--- src/rtl/fetch_stage.sv ---
// fetch_stage
// PC generation, instruction-memory request handshake and IF/ID pipeline
// register for the 16-bit core. It sits directly upstream of hazard/decode.
//
// Ports:
//   clk          rising-edge clock
//   rst          asynchronous active-low reset
//   stall        hold IF/ID and the fetch PC (hazard unit Stall)
//   redirect_en  flush the fetch pipe and load redirect_pc
//   redirect_pc  branch/JMP/JAL/JR target
//   imem_req     instruction-memory request (registered)
//   imem_addr    request address (the fetch PC)
//   imem_ack     read data valid this cycle
//   imem_rdata   read data
//   inst_d       IF/ID instruction
//   pc_d         IF/ID PC of inst_d
//   valid_d      inst_d is a real instruction (0 = bubble)
//
// Optional feature (macro FETCH_PERF_EN): adds 16-bit saturating counters
//   fetch_cnt (valid_d loaded with 1), stall_cnt (stall cycles) and
//   flush_cnt (redirect cycles).

module fetch_stage #(
    parameter int unsigned            PC_W     = 16,
    parameter int unsigned            INST_W   = 16,
    parameter logic [PC_W-1:0]        RESET_PC = '0,
    parameter logic [INST_W-1:0]      NOP_INST = '0
) (
    input  logic              clk,
    input  logic              rst,
    input  logic              stall,
    input  logic              redirect_en,
    input  logic [PC_W-1:0]   redirect_pc,
    output logic              imem_req,
    output logic [PC_W-1:0]   imem_addr,
    input  logic              imem_ack,
    input  logic [INST_W-1:0] imem_rdata,
    output logic [INST_W-1:0] inst_d,
    output logic [PC_W-1:0]   pc_d,
    output logic              valid_d
`ifdef FETCH_PERF_EN
    ,
    output logic [15:0]       fetch_cnt,
    output logic [15:0]       stall_cnt,
    output logic [15:0]       flush_cnt
`endif
);

    typedef enum logic {
        S_REQ  = 1'b0,
        S_HOLD = 1'b1
    } state_t;

    state_t              state;
    logic [PC_W-1:0]     pc_f;
    logic [INST_W-1:0]   buf_inst;
    logic [PC_W-1:0]     buf_pc;
    logic                ack_ok;

    // An ack only counts while a request is actually outstanding, so a late
    // ack after reset (or while holding) is ignored.
    assign ack_ok    = imem_ack & imem_req;
    assign imem_addr = pc_f;

    // The hold buffer is full exactly when the FSM is in S_HOLD, so leaving
    // S_HOLD is what clears it; no separate valid flag is kept.
    // imem_req is registered so it stays low throughout reset and rises on
    // the first clock edge after release.
    always_ff @(posedge clk or negedge rst) begin
        if (!rst) begin
            state    <= S_REQ;
            imem_req <= 1'b0;
            pc_f     <= RESET_PC;
            buf_inst <= NOP_INST;
            buf_pc   <= '0;
            inst_d   <= NOP_INST;
            pc_d     <= '0;
            valid_d  <= 1'b0;
        end else begin
            case (state)
                S_REQ: begin
                    imem_req <= 1'b1;
                    if (redirect_en) begin
                        pc_f    <= redirect_pc;
                        inst_d  <= NOP_INST;
                        valid_d <= 1'b0;
                    end else if (ack_ok && !stall) begin
                        inst_d  <= imem_rdata;
                        pc_d    <= pc_f;
                        valid_d <= 1'b1;
                        pc_f    <= pc_f + 1'b1;
                    end else if (ack_ok && stall) begin
                        // Data arrived while decode is held: park it.
                        buf_inst <= imem_rdata;
                        buf_pc   <= pc_f;
                        pc_f     <= pc_f + 1'b1;
                        state    <= S_HOLD;
                        imem_req <= 1'b0;
                    end else if (!stall) begin
                        inst_d  <= NOP_INST;
                        valid_d <= 1'b0;
                    end
                end
                S_HOLD: begin
                    if (redirect_en) begin
                        // A resolved branch overrides the hold; parked data
                        // belongs to the flushed path and is dropped.
                        pc_f     <= redirect_pc;
                        inst_d   <= NOP_INST;
                        valid_d  <= 1'b0;
                        state    <= S_REQ;
                        imem_req <= 1'b1;
                    end else if (!stall) begin
                        inst_d   <= buf_inst;
                        pc_d     <= buf_pc;
                        valid_d  <= 1'b1;
                        state    <= S_REQ;
                        imem_req <= 1'b1;
                    end else begin
                        imem_req <= 1'b0;
                    end
                end
                default: begin
                    state    <= S_REQ;
                    imem_req <= 1'b1;
                end
            endcase
        end
    end

`ifdef FETCH_PERF_EN
    logic load_valid;

    // Mirrors the two FSM paths that load valid_d with 1.
    assign load_valid = !redirect_en && !stall &&
                        ((state == S_REQ && ack_ok) || (state == S_HOLD));

    always_ff @(posedge clk or negedge rst) begin
        if (!rst) begin
            fetch_cnt <= '0;
            stall_cnt <= '0;
            flush_cnt <= '0;
        end else begin
            if (load_valid && fetch_cnt != 16'hFFFF)
                fetch_cnt <= fetch_cnt + 16'd1;
            if (stall && stall_cnt != 16'hFFFF)
                stall_cnt <= stall_cnt + 16'd1;
            if (redirect_en && flush_cnt != 16'hFFFF)
                flush_cnt <= flush_cnt + 16'd1;
        end
    end
`endif

endmodule

--- config.mk ---
export PLATFORM = sky130hd
export DESIGN_NAME = fetch_stage
export DESIGN_NICKNAME = d
export VERILOG_FILES = /design/src/rtl/fetch_stage.sv
export SDC_FILE = /design/constraint.sdc
export NUM_CORES = 1
export LEC_CHECK = 0
export BUFFER_PORTS_ARGS = -buffer_cell sky130_fd_sc_hd__buf_4
export CAP_MARGIN = 10
export CORE_AREA = 4 4 93 95
export DETAILED_ROUTE_END_ITERATION = 6
export DIE_AREA = 0 0 97 99
export HOLD_SLACK_MARGIN = 0.12
export PLACE_DENSITY = 0.74
export SLEW_MARGIN = 20
export SYNTH_ARGS = -nofsm -noshare
export SYNTH_HDL_FRONTEND = slang
export SYNTH_SLANG_ARGS = --single-unit
--- constraint.sdc ---
create_clock -name clk -period 1.5 [get_ports clk]
set_input_delay 0.375 -clock clk [delete_from_list [all_inputs] [get_ports clk]]
set_output_delay 0.375 -clock clk [all_outputs]
set_load 0.02 [all_outputs]
==> flow_metrics.env, run 1 <==
export IMPL_ys_ff_latch=83
export IMPL_port_buffers=86
export IMPL_syn_nets=364
export IMPL_insertion_delay_ns=0.36
export IMPL_grt_setup_unrepaired="yes"
export IMPL_layout_commonest_cell="buf_4"
export IMPL_clkSinkCount=83
export IMPL_p_per_area_mw_per_mm2=1189
export IMPL_place_congestion=0.7689
export IMPL_worst_setup_path_type="reg -> reg"
export IMPL_leakage_nw=2.251
export IMPL_antenna_left=0
export IMPL_drv_slew=0
export IMPL_p_sw_mw=1.772
export IMPL_core_area_mm2=0.007727
export IMPL_fillers=587
export IMPL_critPathLaunchType="flip-flop"
export IMPL_power_share_clock=0.294
export IMPL_skew_ns=0.008800
export IMPL_fmax_ghz=0.6353
export IMPL_finalSetupViolations=29
export IMPL_grt_overflow=0
export IMPL_syn2layout_area_growth_pct=38.87
export IMPL_start_util=0.4802
export IMPL_final_cell_mix="buf_4, dfrtp_1, nand2_1, mux2_2, o21ai_0"
export IMPL_synth_async_reset_ratio=1.000
export IMPL_io_pins=87
export IMPL_grt_pass1_wl_um=14650
export IMPL_cp_end_kind="flip-flop"
export IMPL_max_slew_margin=0.7923
export IMPL_critPathMaxFanout=4
export IMPL_root_buffer="clkbuf_8"
export IMPL_layout_drive_gt1_share=0.4511
export IMPL_fin_util=0.6669
export IMPL_failed_checks="setup timing"
export IMPL_pwr_share_seq=0.469
export IMPL_diodes=0
export IMPL_worstPathArrival_ns=1.82
export IMPL_die_h_um=99
export IMPL_tightest_slew_ns=0.3088
export IMPL_swShare=0.2894
export IMPL_die_w_um=97
export IMPL_synthDistinctLibCells=37
export IMPL_setup_slack_ns=-0.07414
export IMPL_status="finished, violations left"
export IMPL_wire_per_inst_um=16.45
export IMPL_period_minus_slack_ns=1.574
export IMPL_avgSynthCellArea_um2=11.38
export IMPL_clkSlewWorstSetupHoldPaths_ns=0.09
export IMPL_drt_iter0_markers=192
export IMPL_multiInputGateArea_mm2=0.001609
export IMPL_regArea_mm2=0.002091
export IMPL_avgViaCountPerCell=5.395
export IMPL_p_comb_frac=0.237
export IMPL_vias=2978
export IMPL_antenna_found_initial=0
export IMPL_syn_inst=326
export IMPL_final_nets=483
export IMPL_period_share=1.049
export IMPL_ys_flop_type="dfrtp_1"
export IMPL_h_tree_depth=3
export IMPL_p_int_mw=4.353
export IMPL_drv_cap=0
export IMPL_clk_path_buf_depth=2
export IMPL_crit_required_ns=1.74
export IMPL_drtPass1Iterations=4
export IMPL_numCtsBuffers=9
export IMPL_synth_edf_count=0
export IMPL_totalWireLength_um=9078
export IMPL_grt_pass1_vias=2969
export IMPL_ys_seq_area_frac=0.5597
export IMPL_vdd_drop_max_mv=0.9423
export IMPL_fp_dieArea_mm2=0.009603
export IMPL_rows=32
export IMPL_dp_hpwl_um=6378
export IMPL_cts_tree="built"
export IMPL_syn_area_mm2=0.003711
export IMPL_route_detailed_drc=0
export IMPL_min_path_type="in -> reg"
export IMPL_grt_max_degree=42
export IMPL_final_setup_tns_ns=-0.7436
export IMPL_yosys_warnings=0
export IMPL_grt_util_all_layers=0.1898
export IMPL_hold_violations=0
==> power by group through the flow <==
stage	clock network, mW	logic (mW)	registers, mW
final	1.80	1.45	2.87
after detailed placement	0	1.40	2.92
after CTS	1.84	1.42	2.87
after global placement	0	1.36	2.89
after global routing	1.93	1.59	2.93
after floorplan	0	0.551	3.10
==> synthesized netlist by cell type, types with 2 or more instances <==
master / instances / area (um^2)
a21oi_1: 18 / 90.09
a31oi_1: 2 / 12.51
a32oi_1: 17 / 148.9
and4_1: 2 / 17.52
buf_2: 8 / 40.04
clkbuf_1: 13 / 48.80
dfrtp_1: 83 / 2077
inv_1: 3 / 11.26
mux2_1: 4 / 45.04
mux2_2: 29 / 326.6
mux2i_1: 17 / 170.2
nand2_1: 32 / 120.1
nand2b_1: 3 / 18.77
nand3_1: 2 / 10.01
nand4_1: 4 / 25.02
nor2_1: 21 / 78.83
nor2b_1: 4 / 25.02
nor3_1: 7 / 35.03
nor4_1: 3 / 18.77
o21ai_0: 28 / 140.1
xnor2_1: 7 / 61.31
xor2_1: 4 / 35.03
==> timing repair <==
action / 4_1_cts / 5_1_grt
hold buffers: 1 / 0
buffers inserted: 3 / 3
endpoints found under the setup margin: 12 / 79
pin swaps: 6 / 3
hold endpoints to repair: 19 / 0
resized for setup: 5 / 24
==> registers in the layout (all words and copies together) (netlist names) <==
name and count:
buf_inst 16, buf_pc 16, imem_addr 16, inst_d 16, pc_d 16, imem_req 1, state 1, valid_d 1
==> per-layer routing <==
layer / global-route usage / vias to the layer above / part of all wire
li1: - / 1408 / -
met5: 0 / - / 0
met1: 0.2426 / 1455 / 0.42
met4: 0.07343 / 0 / 0.017
met3: 0.05874 / 14 / 0.082
met2: 0.3036 / 101 / 0.48
==> logic make-up after synthesis <==
logic type                 Yosys count  synth area share
DFF                                 83            0.5597
and+or+nand+nor                     87            0.1210
adders and majority gates            1          0.003371
buffers and inverters               25           0.03001
xor gates and xnor gates            11           0.02596
AOI/OAI and AO/OA                   69            0.1140
muxes                               50            0.1460
==> area by class of cell <==
cell class	count	share of cell area
Clock buffer	10	0.02671
Sequential cell	83	0.4057
Tap cell	102	0.02476
Clock inverter	6	0.01724
Inverter	3	0.002185
Multi-Input combinational cell	218	0.3122
Timing Repair Buffer	130	0.2112
==> worst max-delay path, cell delays in order (launching register included) <==
cell and delay (ns):
dfrtp_2 0.46, ha_4 0.17, nand4b_1 0.18, buf_6 0.16, nor2_4 0.04, and4_1 0.15, o31a_1 0.29
==> per-stage QoR <==
| step | setup WS, ns | hold slack, ns | cell area (um^2) | total power, mW | cells |
|---|---|---|---|---|---|
| after floorplan | -0.05010 | 0.07941 | 3780 | 3.647 | 326 |
| after global placement | -0.04417 | 0.2873 | 4771 | 4.252 | 529 |
| after detailed placement | -0.07639 | 0.2856 | 4771 | 4.317 | 529 |
| after CTS | -0.05803 | 0.2142 | 5052 | 6.134 | 549 |
| after global routing | -0.1111 | 0.2280 | 5154 | 6.442 | 552 |
| final | -0.07414 | 0.2214 | 5154 | 6.125 | 552 |
==> worst paths after layout <==
| kind | from | depth (start not counted) | to | slack, ns |
|---|---|---|---|---|
| worst max-delay path | imem_addr[1] | 6 | imem_addr[14] | -0.07 |
| worst min-delay path | redirect_pc[3] | 3 | imem_addr[3] | 0.22 |
| worst max register to register | imem_addr[1] | 6 | imem_addr[14] | -0.07 |
| worst min register to register | valid_d | 1 | valid_d | 0.49 |
| max in group asynchronous | rst | 3 | imem_addr[0] | 0.52 |
| min in group asynchronous | rst | 2 | pc_d[4] | 0.44 |
No activity file was read; power rests on OpenSTA's default activity.
==> run 2, diff against run 1 <==
--- a/config.mk
+++ b/config.mk
@@ -11,7 +11,8 @@
 export DETAILED_ROUTE_END_ITERATION = 6
 export DIE_AREA = 0 0 97 99
 export HOLD_SLACK_MARGIN = 0.12
-export PLACE_DENSITY = 0.74
+export PLACE_DENSITY_LB_ADDON = 0.25
+export REMOVE_ABC_BUFFERS = 1
 export SLEW_MARGIN = 20
 export SYNTH_ARGS = -nofsm -noshare
 export SYNTH_HDL_FRONTEND = slang
==> run 2 against run 1 <==
The run still ends with setup timing left. Non-clock buffer count increased by 4. Sequential power about the same. Via count decreased by 1.3%. Die area unchanged. Core utilization increased by 1.2 points. Total power increased by 2.7%.
==> flow_metrics.env, run 2 (synthesis gave the netlist of run 1 again) <==
export IMPL_period_share=1.042
export IMPL_hold_violations=0
export IMPL_grt_pass1_wl_um=14660
export IMPL_tightest_slew_ns=0.3510
export IMPL_drv_cap=0
export IMPL_min_path_type="in -> reg"
export IMPL_slowest_delay_ns=0.55
export IMPL_setup_slack_ns=-0.06306
export IMPL_r2r_end="imem_addr[11]"
export IMPL_grt_util_all_layers=0.1862
export IMPL_dp_hpwl_um=6247
export IMPL_hp_start="redirect_pc[7]"
export IMPL_clkSinkCount=83
export IMPL_failed_checks="setup timing"
export IMPL_worst_path_max_delay_cell="or4_4"
export IMPL_cp_end_kind="flip-flop"
export IMPL_layout_commonest_cell="buf_4"
export IMPL_root_buffer="clkbuf_8"
export IMPL_insertion_delay_ns=0.34
export IMPL_fmax_ghz=0.6398
export IMPL_vias=2939
export IMPL_fin_util=0.6789
export IMPL_diodes=0
export IMPL_fp_dieArea_mm2=0.009603
export IMPL_clk_path_buf_depth=2
export IMPL_start_util=0.4802
export IMPL_r2r_cells=3
export IMPL_holdPathStages=3
export IMPL_final_setup_tns_ns=-0.1848
export IMPL_h_tree_depth=3
export IMPL_reg2reg_slack_ns=-0.06
export IMPL_drt_iter0_markers=159
export IMPL_cts_tree="built"
export IMPL_p_per_area_mw_per_mm2=1199
export IMPL_worstPathArrival_ns=1.79
export IMPL_r2r_start="state"
export IMPL_port_buffers=86
export IMPL_numCtsBuffers=9
export IMPL_die_w_um=97
export IMPL_clkSlewWorstSetupHoldPaths_ns=0.09
export IMPL_leakage_nw=2.347
export IMPL_io_pins=87
export IMPL_final_nets=487
export IMPL_status="finished, violations left"
export IMPL_place_congestion=0.8264
export IMPL_totalWireLength_um=9141
export IMPL_rows=32
export IMPL_grt_max_degree=44
export IMPL_grt_overflow=0
export IMPL_wire_per_inst_um=16.44
export IMPL_cp_cell_sequence="nand3b_4 -> or4_4 -> a221o_1"
export IMPL_skew_ns=0.01403
export IMPL_layout_drive_gt1_share=0.4339
export IMPL_antenna_found_initial=0
export IMPL_grt_setup_unrepaired="yes"
export IMPL_hold_end="imem_addr[7]"
export IMPL_route_detailed_drc=0
export IMPL_die_h_um=99
export IMPL_vdd_drop_max_mv=0.7886
export IMPL_drtPass1Iterations=5
export IMPL_antenna_left=0
export IMPL_syn2layout_area_growth_pct=41.37
export IMPL_grt_pass1_vias=2992
export IMPL_fillers=575
export IMPL_drv_slew=0
export IMPL_finalSetupViolations=14
export IMPL_crit_required_ns=1.73
export IMPL_worst_setup_path_type="reg -> reg"
export IMPL_critPathLaunchType="flip-flop"
export IMPL_max_slew_margin=0.7638
export IMPL_avgViaCountPerCell=5.286
export IMPL_final_cell_mix="buf_4, dfrtp_1, nand2_1, o21ai_0, nor2_1"
export IMPL_critPathMaxFanout=4
export IMPL_core_area_mm2=0.007727
export IMPL_period_minus_slack_ns=1.563
## run 2: cell type report
class	instances	area [um^2]	area share
clock buffer	13	178.9	0.03410
clock inverter	3	67.56	0.01288
inverter	3	11.26	0.002146
multi-input combinational	218	1645	0.3136
sequential	83	2079	0.3964
tap	102	127.6	0.02433
timing repair buffer	134	1136	0.2166
## run 2: report_power, final
group / internal [mW] / switching, mW / leakage, nW
logic: 0.800 / 0.736 / 1.22
clock network: 1.12 / 0.774 / 0.122
registers: 2.63 / 0.236 / 1.01
## run 2: worst max-delay path by stage
stage	to	startpoint	cells past startpoint
finish	imem_addr[11]	state	3
global route	imem_addr[11]	state	3
CTS	imem_addr[11]	imem_addr[2]	3
detailed placement	imem_addr[9]	imem_ack	6
global placement	imem_addr[11]	imem_ack	4
floorplan	buf_inst[0]	state	3
## run 2: metal layers
layer,up-vias,GRT usage,wire [um]
met1,1456,0.2418,4047
met3,7,0.05308,449
met2,63,0.3052,4565
met5,-,0,0
met4,0,0.05508,79
li1,1413,-,-
## run 2: critical path, delay by kind of cell (launching register included)
kind / cells / cell delay, ns
flops: 1 / 0.42
simple gates: 2 / 0.74
compound gates: 1 / 0.31
## run 2: timing repair
item | 4_1_cts | 5_1_grt
hold buffers | 1 | 0
endpoints found under the hold margin | 83 | 0
cloned | 0 | 2
pin swaps | 1 | 5
endpoints found under the setup margin | 26 | 63
gates resized for setup | 6 | 37
buffers inserted | 2 | 6
## run 2: stage by stage
step / setup slack, ns / total power, mW / hold WS, ns / std cells / instance area, um^2
finish: -0.06306 / 6.292 / 0.2514 / 556 / 5246
global placement: -0.02007 / 4.251 / 0.1795 / 529 / 4753
global route: -0.08932 / 6.629 / 0.2263 / 556 / 5246
CTS: -0.01724 / 6.232 / 0.2261 / 548 / 5052
floorplan: -1.381 / 3.588 / 0.07941 / 304 / 3611
detailed placement: -0.05979 / 4.313 / 0.1801 / 529 / 4753
==> run 3, diff against run 2 <==
--- a/config.mk
+++ b/config.mk
@@ -7,9 +7,9 @@
 export LEC_CHECK = 0
 export BUFFER_PORTS_ARGS = -buffer_cell sky130_fd_sc_hd__buf_4
 export CAP_MARGIN = 10
-export CORE_AREA = 4 4 93 95
+export CORE_AREA = 4 4 92 94
 export DETAILED_ROUTE_END_ITERATION = 6
-export DIE_AREA = 0 0 97 99
+export DIE_AREA = 0 0 96 98
 export HOLD_SLACK_MARGIN = 0.12
 export PLACE_DENSITY_LB_ADDON = 0.25
 export REMOVE_ABC_BUFFERS = 1
==> constraint.sdc (replaced) <==
create_clock -name clk -period 1.9 [get_ports clk]
set_input_delay 0.475 -clock clk [delete_from_list [all_inputs] [get_ports clk]]
set_output_delay 0.475 -clock clk [all_outputs]
set_load 0.02 [all_outputs]
==> run 3 against run 2 <==
The run now ends clean. Cell area shrank 8.6%. Register-to-register slack gained 0.30 ns. Sequential power shrank 21%. Highest routed layer unchanged.
==> flow_metrics.env, run 3 (synthesis gave the netlist of run 1 again) <==
export IMPL_die_h_um=98
export IMPL_final_nets=459
export IMPL_dp_cells=511
export IMPL_cts_resized=0
export IMPL_root_buffer="clkbuf_8"
export IMPL_numCtsBuffers=9
export IMPL_worst_path_max_delay_cell="or4_4"
export IMPL_reg2reg_slack_ns=0.24
export IMPL_antenna_found_initial=0
export IMPL_antenna_left=0
export IMPL_min_path_type="in -> reg"
export IMPL_dp_hpwl_um=6103
export IMPL_rows=32
export IMPL_start_util=0.4853
export IMPL_place_congestion=0.8009
export IMPL_grt_max_degree=34
export IMPL_grt_pass1_vias=2891
export IMPL_core_area_mm2=0.007647
export IMPL_holdPathStages=3
export IMPL_critPathMaxFanout=9
export IMPL_grtUsageMet3=0.04468
export IMPL_path_depth=3
export IMPL_crit_required_ns=2.13
export IMPL_layout_drive_gt1_share=0.3662
export IMPL_use_met1=0.2432
export IMPL_max_slew_margin=0.6946
export IMPL_period_minus_slack_ns=1.662
export IMPL_place_ws_ns=0.2008
export IMPL_grt_util_all_layers=0.1925
export IMPL_clkSlewWorstSetupHoldPaths_ns=0.08
export IMPL_grt_setup_unrepaired="no"
export IMPL_crit_buf_inv=0
export IMPL_setup_slack_ns=0.2383
export IMPL_hold_violations=0
export IMPL_drtPass1Iterations=4
export IMPL_fp_dieArea_mm2=0.009408
export IMPL_met2_usage=0.3192
export IMPL_worst_setup_path_type="reg -> reg"
export IMPL_diodes=0
export IMPL_insertion_delay_ns=0.35
export IMPL_grt_pass1_wl_um=14110
export IMPL_busiest_layer="met2"
export IMPL_fillers=653
export IMPL_h_tree_depth=3
export IMPL_final_setup_tns_ns=0
export IMPL_fin_hold_ws_ns=0.3365
export IMPL_leakage_nw=2.113
export IMPL_avgViaCountPerCell=5.313
export IMPL_route_detailed_drc=0
export IMPL_skew_ns=0.005210
export IMPL_hp_start="redirect_pc[1]"
export IMPL_regArea_mm2=0.002077
export IMPL_tightest_slew_ns=0.4539
export IMPL_layout_commonest_cell="buf_4"
export IMPL_layout_cells_non_filler=528
export IMPL_grt_overflow=0
export IMPL_port_buffers=86
export IMPL_crit_family="simple AND/OR/NAND/NOR gates"
export IMPL_multiInputGateArea_mm2=0.001539
export IMPL_cp_cell_sequence="nand4_4 -> or4_4 -> a221o_1"
export IMPL_fmax_ghz=0.6018
export IMPL_drt_iter0_markers=83
export IMPL_hold_end="imem_addr[1]"
export IMPL_io_pins=87
export IMPL_totalWireLength_um=8509
export IMPL_slowest_delay_ns=0.56
export IMPL_vias=2805
export IMPL_r2r_end="imem_addr[11]"
export IMPL_power_mw=4.582
export IMPL_cts_tree="built"
export IMPL_p_per_area_mw_per_mm2=955.6
export IMPL_critPathLaunchType="flip-flop"
export IMPL_final_cell_mix="buf_4, dfrtp_1, nand2_1, mux2_2, o21ai_0"
export IMPL_worstPathArrival_ns=1.89
export IMPL_cp_end_kind="flip-flop"
export IMPL_clkSinkCount=83
export IMPL_syn2layout_area_growth_pct=29.20
export IMPL_wire_per_inst_um=16.12
export IMPL_finalSetupViolations=0
export IMPL_period_share=0.8746
export IMPL_vdd_drop_max_mv=0.4867
export IMPL_die_w_um=96
export IMPL_drv_cap=0
export IMPL_r2r_cells=3
export IMPL_status="finished clean"
export IMPL_drv_slew=0
export IMPL_r2r_start="imem_addr[3]"
export IMPL_clk_path_buf_depth=2
[run 3: cell types whose count changed in the layout (fill, tap and decap cells not counted), sizes merged]
cell      previous run  this run
buf                132       105
clkinv               0         3
clkbuf              14        12
bufinv               2         1
clkinvlp             1         0
[run 3: worst max path at each step]
stage,to,slack [ns],from
6_report,imem_addr[11],0.24,imem_addr[3]
5_1_grt,imem_addr[11],0.16,imem_addr[3]
4_1_cts,imem_addr[11],0.24,imem_addr[3]
3_5_place_dp,imem_addr[11],0.20,imem_ack
3_3_place_gp,imem_addr[11],0.23,imem_ack
2_1_floorplan,buf_inst[0],-0.98,state
[run 3: area by class of cell]
type                            count  share of cell area
Timing Repair Buffer              106              0.1743
Sequential cell                    83              0.4332
Tap cell                          102             0.02662
Multi-Input combinational cell    218              0.3210
Clock buffer                       12             0.03236
Clock inverter                      4             0.01018
Inverter                            3            0.002349
[run 3: worst min-delay path: cells and delay by family]
family	cells	cell delay, ns
buffers and inverters	1	0.08
AOI/OAI and AO/OA	1	0.06
and+or+nand+nor	1	0.04
[run 3: metrics by stage]
step,area [um^2],util
after floorplan,3611,-
after global placement,4581,0.5990
after detailed placement,4581,0.5990
after CTS,4795,0.6270
after global routing,4795,0.6270
final,4795,0.6270
[run 3: repair_timing]
item | CTS | global route
hold endpoints to repair | 26 | 0
hold buffers | 1 | 0
buffers inserted | 0 | 0
[run 3: per-layer routing]
metal / routed length [um] / vias up
met5: 0 / -
met4: 123 / 0
met1: 3563 / 1367
li1: - / 1360
met3: 518 / 10
met2: 4304 / 68
[run 3: report_power, final]
part	total (mW)	internal, mW	leakage [nW]	switching, mW
Clock	1.28	0.678	0.106	0.606
Sequential	2.27	2.07	1.01	0.198
Combinational	1.03	0.508	0.996	0.521
